==> src/rtl/uart_tx_fifo.sv <==
// Byte FIFO feeding an 8N1 UART transmitter; bytes arrive as 1-cycle strobes
// and are serialised LSB first, with frame active/done status returned upstream.
module uart_tx_fifo #(
  parameter int CLKS_PER_BIT = 217,
  parameter int FIFO_DEPTH   = 16,
  parameter int ADDR_W       = 4
) (
  input  logic       clk,
  input  logic       rst,
  input  logic [7:0] i_byte,
  input  logic       i_byte_v,
  output logic       o_tx_serial,
  output logic       o_tx_active,
  output logic       o_tx_done,
  output logic       o_full,
  output logic       o_overflow
);

  localparam int CNT_W = (CLKS_PER_BIT > 2) ? $clog2(CLKS_PER_BIT) : 1;
  localparam logic [CNT_W-1:0]  CNT_MAX = CNT_W'(CLKS_PER_BIT - 1);
  localparam logic [ADDR_W:0]   DEPTH_C = (ADDR_W + 1)'(FIFO_DEPTH);

  typedef enum logic [2:0] {IDLE, START, DATA, STOP, DONE} state_t;

  logic [7:0]        mem [FIFO_DEPTH];
  logic [ADDR_W-1:0] wr_ptr_q, wr_ptr_d, rd_ptr_q, rd_ptr_d;
  logic [ADDR_W:0]   count_q, count_d;
  logic              ovf_q, ovf_d, full_q, full_d;
  state_t            state_q, state_d;
  logic [CNT_W-1:0]  clk_cnt_q, clk_cnt_d;
  logic [2:0]        bit_idx_q, bit_idx_d;
  logic [7:0]        shift_q, shift_d;
  logic              serial_q, serial_d, active_q, active_d, done_q, done_d;
  logic              push, pop;

  // A pop in the same cycle never makes room for a push while full.
  assign push = i_byte_v && (count_q < DEPTH_C);
  assign pop  = (state_q == IDLE) && (count_q != '0);

  always_ff @(posedge clk) begin
    if (push) mem[wr_ptr_q] <= i_byte;
  end

  always_comb begin
    wr_ptr_d  = wr_ptr_q;
    rd_ptr_d  = rd_ptr_q;
    count_d   = count_q;
    ovf_d     = ovf_q;
    state_d   = state_q;
    clk_cnt_d = clk_cnt_q;
    bit_idx_d = bit_idx_q;
    shift_d   = shift_q;
    serial_d  = serial_q;
    active_d  = active_q;
    done_d    = done_q;

    if (i_byte_v && !push) ovf_d = 1'b1;
    if (push) wr_ptr_d = wr_ptr_q + ADDR_W'(1);
    if (pop)  rd_ptr_d = rd_ptr_q + ADDR_W'(1);
    if (push && !pop)      count_d = count_q + (ADDR_W + 1)'(1);
    else if (pop && !push) count_d = count_q - (ADDR_W + 1)'(1);

    case (state_q)
      IDLE: begin
        serial_d = 1'b1;
        active_d = 1'b0;
        if (pop) begin
          shift_d   = mem[rd_ptr_q];
          clk_cnt_d = '0;
          serial_d  = 1'b0;
          active_d  = 1'b1;
          state_d   = START;
        end
      end
      START: begin
        if (clk_cnt_q == CNT_MAX) begin
          clk_cnt_d = '0;
          bit_idx_d = '0;
          serial_d  = shift_q[0];
          state_d   = DATA;
        end else begin
          clk_cnt_d = clk_cnt_q + CNT_W'(1);
        end
      end
      DATA: begin
        if (clk_cnt_q == CNT_MAX) begin
          clk_cnt_d = '0;
          if (bit_idx_q == 3'd7) begin
            serial_d = 1'b1;
            state_d  = STOP;
          end else begin
            // The line always carries shift_q[0]; shift to expose the next bit.
            bit_idx_d = bit_idx_q + 3'd1;
            shift_d   = {1'b0, shift_q[7:1]};
            serial_d  = shift_q[1];
          end
        end else begin
          clk_cnt_d = clk_cnt_q + CNT_W'(1);
        end
      end
      STOP: begin
        if (clk_cnt_q == CNT_MAX) begin
          clk_cnt_d = '0;
          active_d  = 1'b0;
          done_d    = 1'b1;
          state_d   = DONE;
        end else begin
          clk_cnt_d = clk_cnt_q + CNT_W'(1);
        end
      end
      DONE: begin
        done_d  = 1'b0;
        state_d = IDLE;
      end
      default: state_d = IDLE;
    endcase

    full_d = (count_d == DEPTH_C);
  end

  always_ff @(posedge clk) begin
    if (rst) begin
      wr_ptr_q  <= '0;
      rd_ptr_q  <= '0;
      count_q   <= '0;
      ovf_q     <= 1'b0;
      full_q    <= 1'b0;
      state_q   <= IDLE;
      clk_cnt_q <= '0;
      bit_idx_q <= '0;
      shift_q   <= '0;
      serial_q  <= 1'b1;
      active_q  <= 1'b0;
      done_q    <= 1'b0;
    end else begin
      wr_ptr_q  <= wr_ptr_d;
      rd_ptr_q  <= rd_ptr_d;
      count_q   <= count_d;
      ovf_q     <= ovf_d;
      full_q    <= full_d;
      state_q   <= state_d;
      clk_cnt_q <= clk_cnt_d;
      bit_idx_q <= bit_idx_d;
      shift_q   <= shift_d;
      serial_q  <= serial_d;
      active_q  <= active_d;
      done_q    <= done_d;
    end
  end

  assign o_tx_serial = serial_q;
  assign o_tx_active = active_q;
  assign o_tx_done   = done_q;
  assign o_full      = full_q;
  assign o_overflow  = ovf_q;

endmodule
==> config.mk <==
export PLATFORM = sky130hd
export DESIGN_NAME = uart_tx_fifo
export DESIGN_NICKNAME = d
export VERILOG_FILES = /design/src/rtl/uart_tx_fifo.sv
export SDC_FILE = /design/constraint.sdc
export NUM_CORES = 1
export LEC_CHECK = 0
export ABC_CLOCK_PERIOD_IN_PS = 3700
export CORE_ASPECT_RATIO = 1.4
export CORE_MARGIN = 3
export CORE_UTILIZATION = 30
export CTS_CLUSTER_DIAMETER = 50
export DETAILED_ROUTE_END_ITERATION = 12
export PLACE_DENSITY_LB_ADDON = 0.05
export SETUP_SLACK_MARGIN = 0.1
export SYNTH_ARGS = -nofsm -noshare
export SYNTH_HDL_FRONTEND = slang
export SYNTH_SLANG_ARGS = --single-unit
==> constraint.sdc <==
create_clock -name clk -period 3.7 [get_ports clk]
set_clock_uncertainty 0.1 [all_clocks]
set_input_delay 0.925 -clock clk [delete_from_list [all_inputs] [get_ports clk]]
set_output_delay 0.925 -clock clk [all_outputs]
set_load 0.005 [all_outputs]
# Word level (Yosys, flattened, before mapping)
# Memory sizes are Yosys's and may differ from the RTL's. A register that Yosys moved wholly into a read port is not among the register bits.
# Index checks and enable logic that the tools add are counted.
[word_totals]
word_cells = 89
mem_bits_rw = 128
reg_bits = 40
latchBits = 0
n_memories = 1
romBits = 0
[memory_table]
columns = ["memory", "depth", "word_bits", "rd", "rd_ports_with_merged_regs", "write_ports", "line", "rtl"]
rows = [
  ["mem", 16, 8, 1, 1, 1, "25", "logic [7:0] mem [FIFO_DEPTH];"],
]
[classes]
n_lt_le_gt_ge = 1
shift = 0
reduce_logical = 23
muxes = 33
div_mod_pow = 0
n_eq_ne = 13
n_bitwise = 0
n_addsub = 6
n_mul = 0
[ops]
columns = ["op", "count"]
rows = [
  ["2-to-1 mux 8 bit", 5],
  ["case mux 8 bit (2 select lines)", 2],
  ["2-to-1 mux 3 bit", 8],
  ["inequality test 2 bit, second input constant", 6],
  ["case mux 3 bit (4 select lines)", 1],
  ["2-to-1 mux 5 bit", 2],
  ["nonzero test 2 bit", 5],
  ["2-to-1 mux 1 bit", 9],
  ["adder 4 x 1 -> 4 bit, second input constant", 2],
  ["adder 8 x 1 -> 8 bit, second input constant", 1],
  ["== test 8 bit, second input constant", 1],
  ["2-to-1 mux 4 bit", 2],
  ["AND reduction 4 bit", 2],
  ["== test 3 x 2 -> 1 bit, second input constant", 2],
  ["== test 3 bit, second input constant", 2],
  ["case mux 3 bit (2 select lines)", 1],
  ["AND reduction 2 bit", 3],
  ["adder 5 x 1 -> 5 bit, second input constant", 1],
  ["== test 5 bit, second input constant", 1],
  ["logical AND 1 bit", 5],
  ["less-than comparator 5 bit, second input constant", 1],
  ["AND reduction 5 bit", 1],
  ["nonzero test 5 bit", 1],
  ["subtractor 5 x 1 -> 5 bit, second input constant", 1],
  ["9 further kinds", 11],
]

# Logic depth before layout (Yosys ltp)
[depth]
depth_word = 7
depth_mapped = 8
depth_no_buf = 7

# Least setup slack after synthesis
# OpenSTA, ideal clock, no wires.
[synth_path]
path_kind = "input to register"
from = "input port i_byte_v"
to = "memory mem[3][0] (enable)"
required_time_ns = 3.217
cell_stages = 4
path_slack_ns = 1.264
path_buffers = 1
t_arrival_ns = 1.952
path_cell_list = "nor2b_1 buf_2 nand2_1 nor3_1"
[synth_between]
elab_chain_cells = 3
[synth_rtl]
columns = ["item", "line", "rtl"]
rows = [
  ["from (decl)", "11", "input logic i_byte_v,"],
  ["logical AND 1 bit", "37", "assign push = i_byte_v && (count_q < DEPTH_C);"],
  ["2-to-1 mux 1 bit", "41", "if (push) mem[wr_ptr_q] <= i_byte;"],
  ["2-to-1 mux 1 bit (not written as such)", "41", ""],
  ["to (decl)", "25", ""],
]
# Every way passes these cells.

# Worst setup path in the final report
[layout_path]
from = "input port i_byte_v"
to = "memory mem[11][4] (enable)"
# Same word-level chain as after synthesis.

==> out/metrics.cfg <==
[global_routing]
grt_pass1_wl_um=25360
first_global_vias=4164
grt_max_degree=29
grt_usage_pct=13.70
antenna_found_initial=0
grt_overflow=0

[synthesis]
synth.distinct_cells=56
yosys.area.top_type=edfxtp_1
synth_area_leaders=edfxtp_1, dfxtp_1, mux4_2
syn_avg_cell_area_um2=14.81
synth_nets=503
synth_top_area_share_pct=53.96
synth_cells=481
synth_warnings=0
synthFlopType=edfxtp_1
synth_seq_area_share_pct=66.33
ys_top_cells_by_count=edfxtp_1, dfxtp_1, nor2_1
synth.most_common_cell=edfxtp_1
ys_seq_elements=172
synth-edff-count=128
synthArstFlopShare_pct=0
syn_area_um2=7123

[timing]
hold_violations=0
rsz0062_at_grt=false
min_period_ns=2.654
setup_viol=0
worst_pin_slew_ns=0.7509
timing.final.crit_share_pct=71.72
slew_viol_final=0
slew_headroom_pct=49.79
fin_tns_setup_ns=0
fin_hold_ws_ns=0.3681
max_freq_mhz=376.9

[floorplanning]
io_pins=16
core-area_um2=23290
start_util_pct=30.59
die_w_um=136.2
dieArea_um2=25650
die_h_um=188.3
placementRows=66

[routing]
drtAntennaViolNets=0
wire_per_inst_um=19.81
drcViolationCount=0
drt_first_pass_iters=4
wl_um=16580
drtIter0Drc=163
viasPerCell=4.808
vias=4024

[place]
place_area_um2=7744
globalplace.congestion=0.7828
portBuffers=15
dp_hpwl_um=11490

[cts]
clk-insertion-delay-late_ns=0.43
clockBufferDepth=2
clk_pin_slew_worst_paths_ns=0.07
cts_tree=done
tritoncts_num_sinks=172
cts_setup_buffers=0
post_cts_resize_count=0
cts_root_buffer=clkbuf_16
cts_buffers=17
htreeDepth=4
cts_hold_buf=0

[run_status]
outcome=finished, final reports clean

[worst_hold_path]
hp-start=shift_q[4]
hp-class=reg -> reg

[setup_path]
regToRegStartpoint=state_q[1]
criticalPathCategory=in -> reg
endpoint_kind=flip-flop
critPathMaxFanout=7
cp.arrival_ns=2.69
cp-startpoint=i_byte_v
worst-endpoint-required_ns=3.74
cp-start-kind=primary input

[pwr]
p_per_area_nw_per_um2=668.5
power.total_w=0.005566
power_leakage_nw=2.769
ir_worst_vdd_mv=0.3285

[finish]
diodes=0
syn_to_final_growth_pct=16.90
nets=540
drive_gt1_share_pct=18.83
fin_area_um2=8327

[flow_run]
drv_cap=0

-- routing by layer --
metal	vias up	track usage (%)	routed length, µm
met5	-	0	0
met4	0	5.857	401
met3	22	2.965	467
met2	59	24.49	9021
met1	2016	15.58	6692
li1	1927	-	-
-- kinds of logic after synthesis --
group                    count (synthesis)  share of synthesized area, %
XOR/XNOR                                 8                        0.9837
adder cells (fa/ha/maj)                 11                         1.932
AND/OR/NAND/NOR                        135                         9.573
AO/OA/AOI/OAI                           69                         6.921
flip-flops                             172                         66.33
multiplexers                            52                         12.05
buffers and inverters                   34                         2.213
-- worst paths after layout --
kind              depth (start not counted)         end  slack (ns)
setup / recovery                          6  mem[11][4]        1.05
hold / removal                            2  shift_q[4]        0.37
setup reg to reg                          5  shift_q[5]        1.18
hold reg to reg                           2  shift_q[4]        0.37
-- worst max-delay path, cell delays in order --
cell and delay, ns:
clkdlybuf4s50_1 0.50, nor2b_1 0.35, buf_4 0.22, nand2_1 0.16, nor2_1 0.30, buf_4 0.22
-- sequential cells by signal (all words and copies together) (netlist names), named ones only --
signal / flops
o_tx_serial: 1
o_tx_done: 1
bit_idx_q: 3
mem: 128
count_q: 5
o_full: 1
o_tx_active: 1
clk_cnt_q: 8
state_q: 3
o_overflow: 1
wr_ptr_q: 4
rd_ptr_q: 4
shift_q: 8
-- where the power goes --
| part | leakage (nW) | switching (W) | internal [W] |
|---|---|---|---|
| Sequential | 1.52 | 0.000136 | 0.00219 |
| Combinational | 0.959 | 0.000851 | 0.000639 |
| Clock | 0.295 | 0.000780 | 0.000972 |
-- layout make-up --
type	instances	area, µm²
Clock buffer	20	489.2
Clock inverter	12	93.84
Fill cell	2281	14960
Inverter	9	33.78
Multi-Input combinational cell	275	2241
Sequential cell	172	4726
Tap cell	306	382.9
Timing Repair Buffer	43	360.3
-- through the flow --
stage          instances  setup WS [ns]  util (%)
2_1_floorplan        481          1.265         -
3_3_place_gp         805         0.5344     33.25
3_5_place_dp         805         0.5564     33.25
4_1_cts              837          1.002     35.76
5_1_grt              837         0.9080     35.76
6_report             837          1.046     35.76
-- cells in the final DEF, fill, tap and decap left out, types with 2 or more instances in the layout --
cell type,n
mux2i_1,25
a311oi_1,3
nand2_1,32
inv_4,4
nand3_1,11
xnor2_1,3
a211oi_1,5
nand4_1,4
ha_1,11
nand3b_1,3
o21bai_1,4
or3_2,2
mux4_2,27
inv_1,9
and3_1,3
a31oi_1,2
o2111ai_1,5
buf_4,28
a21oi_1,17
o311a_1,2
edfxtp_1,128
and2b_2,2
nor3_1,9
a2111oi_0,2
nor2_1,41
clkinv_4,3
a22oi_1,3
nand2b_1,7
clkbuf_16,19
xor2_1,5
dfxtp_1,43
inv_6,3
nor2b_1,4
o21ai_0,11
o22ai_1,2
or3_1,5
o211a_1,5
clkdlybuf4s50_1,15
No activity file was read; power rests on OpenSTA's default activity.
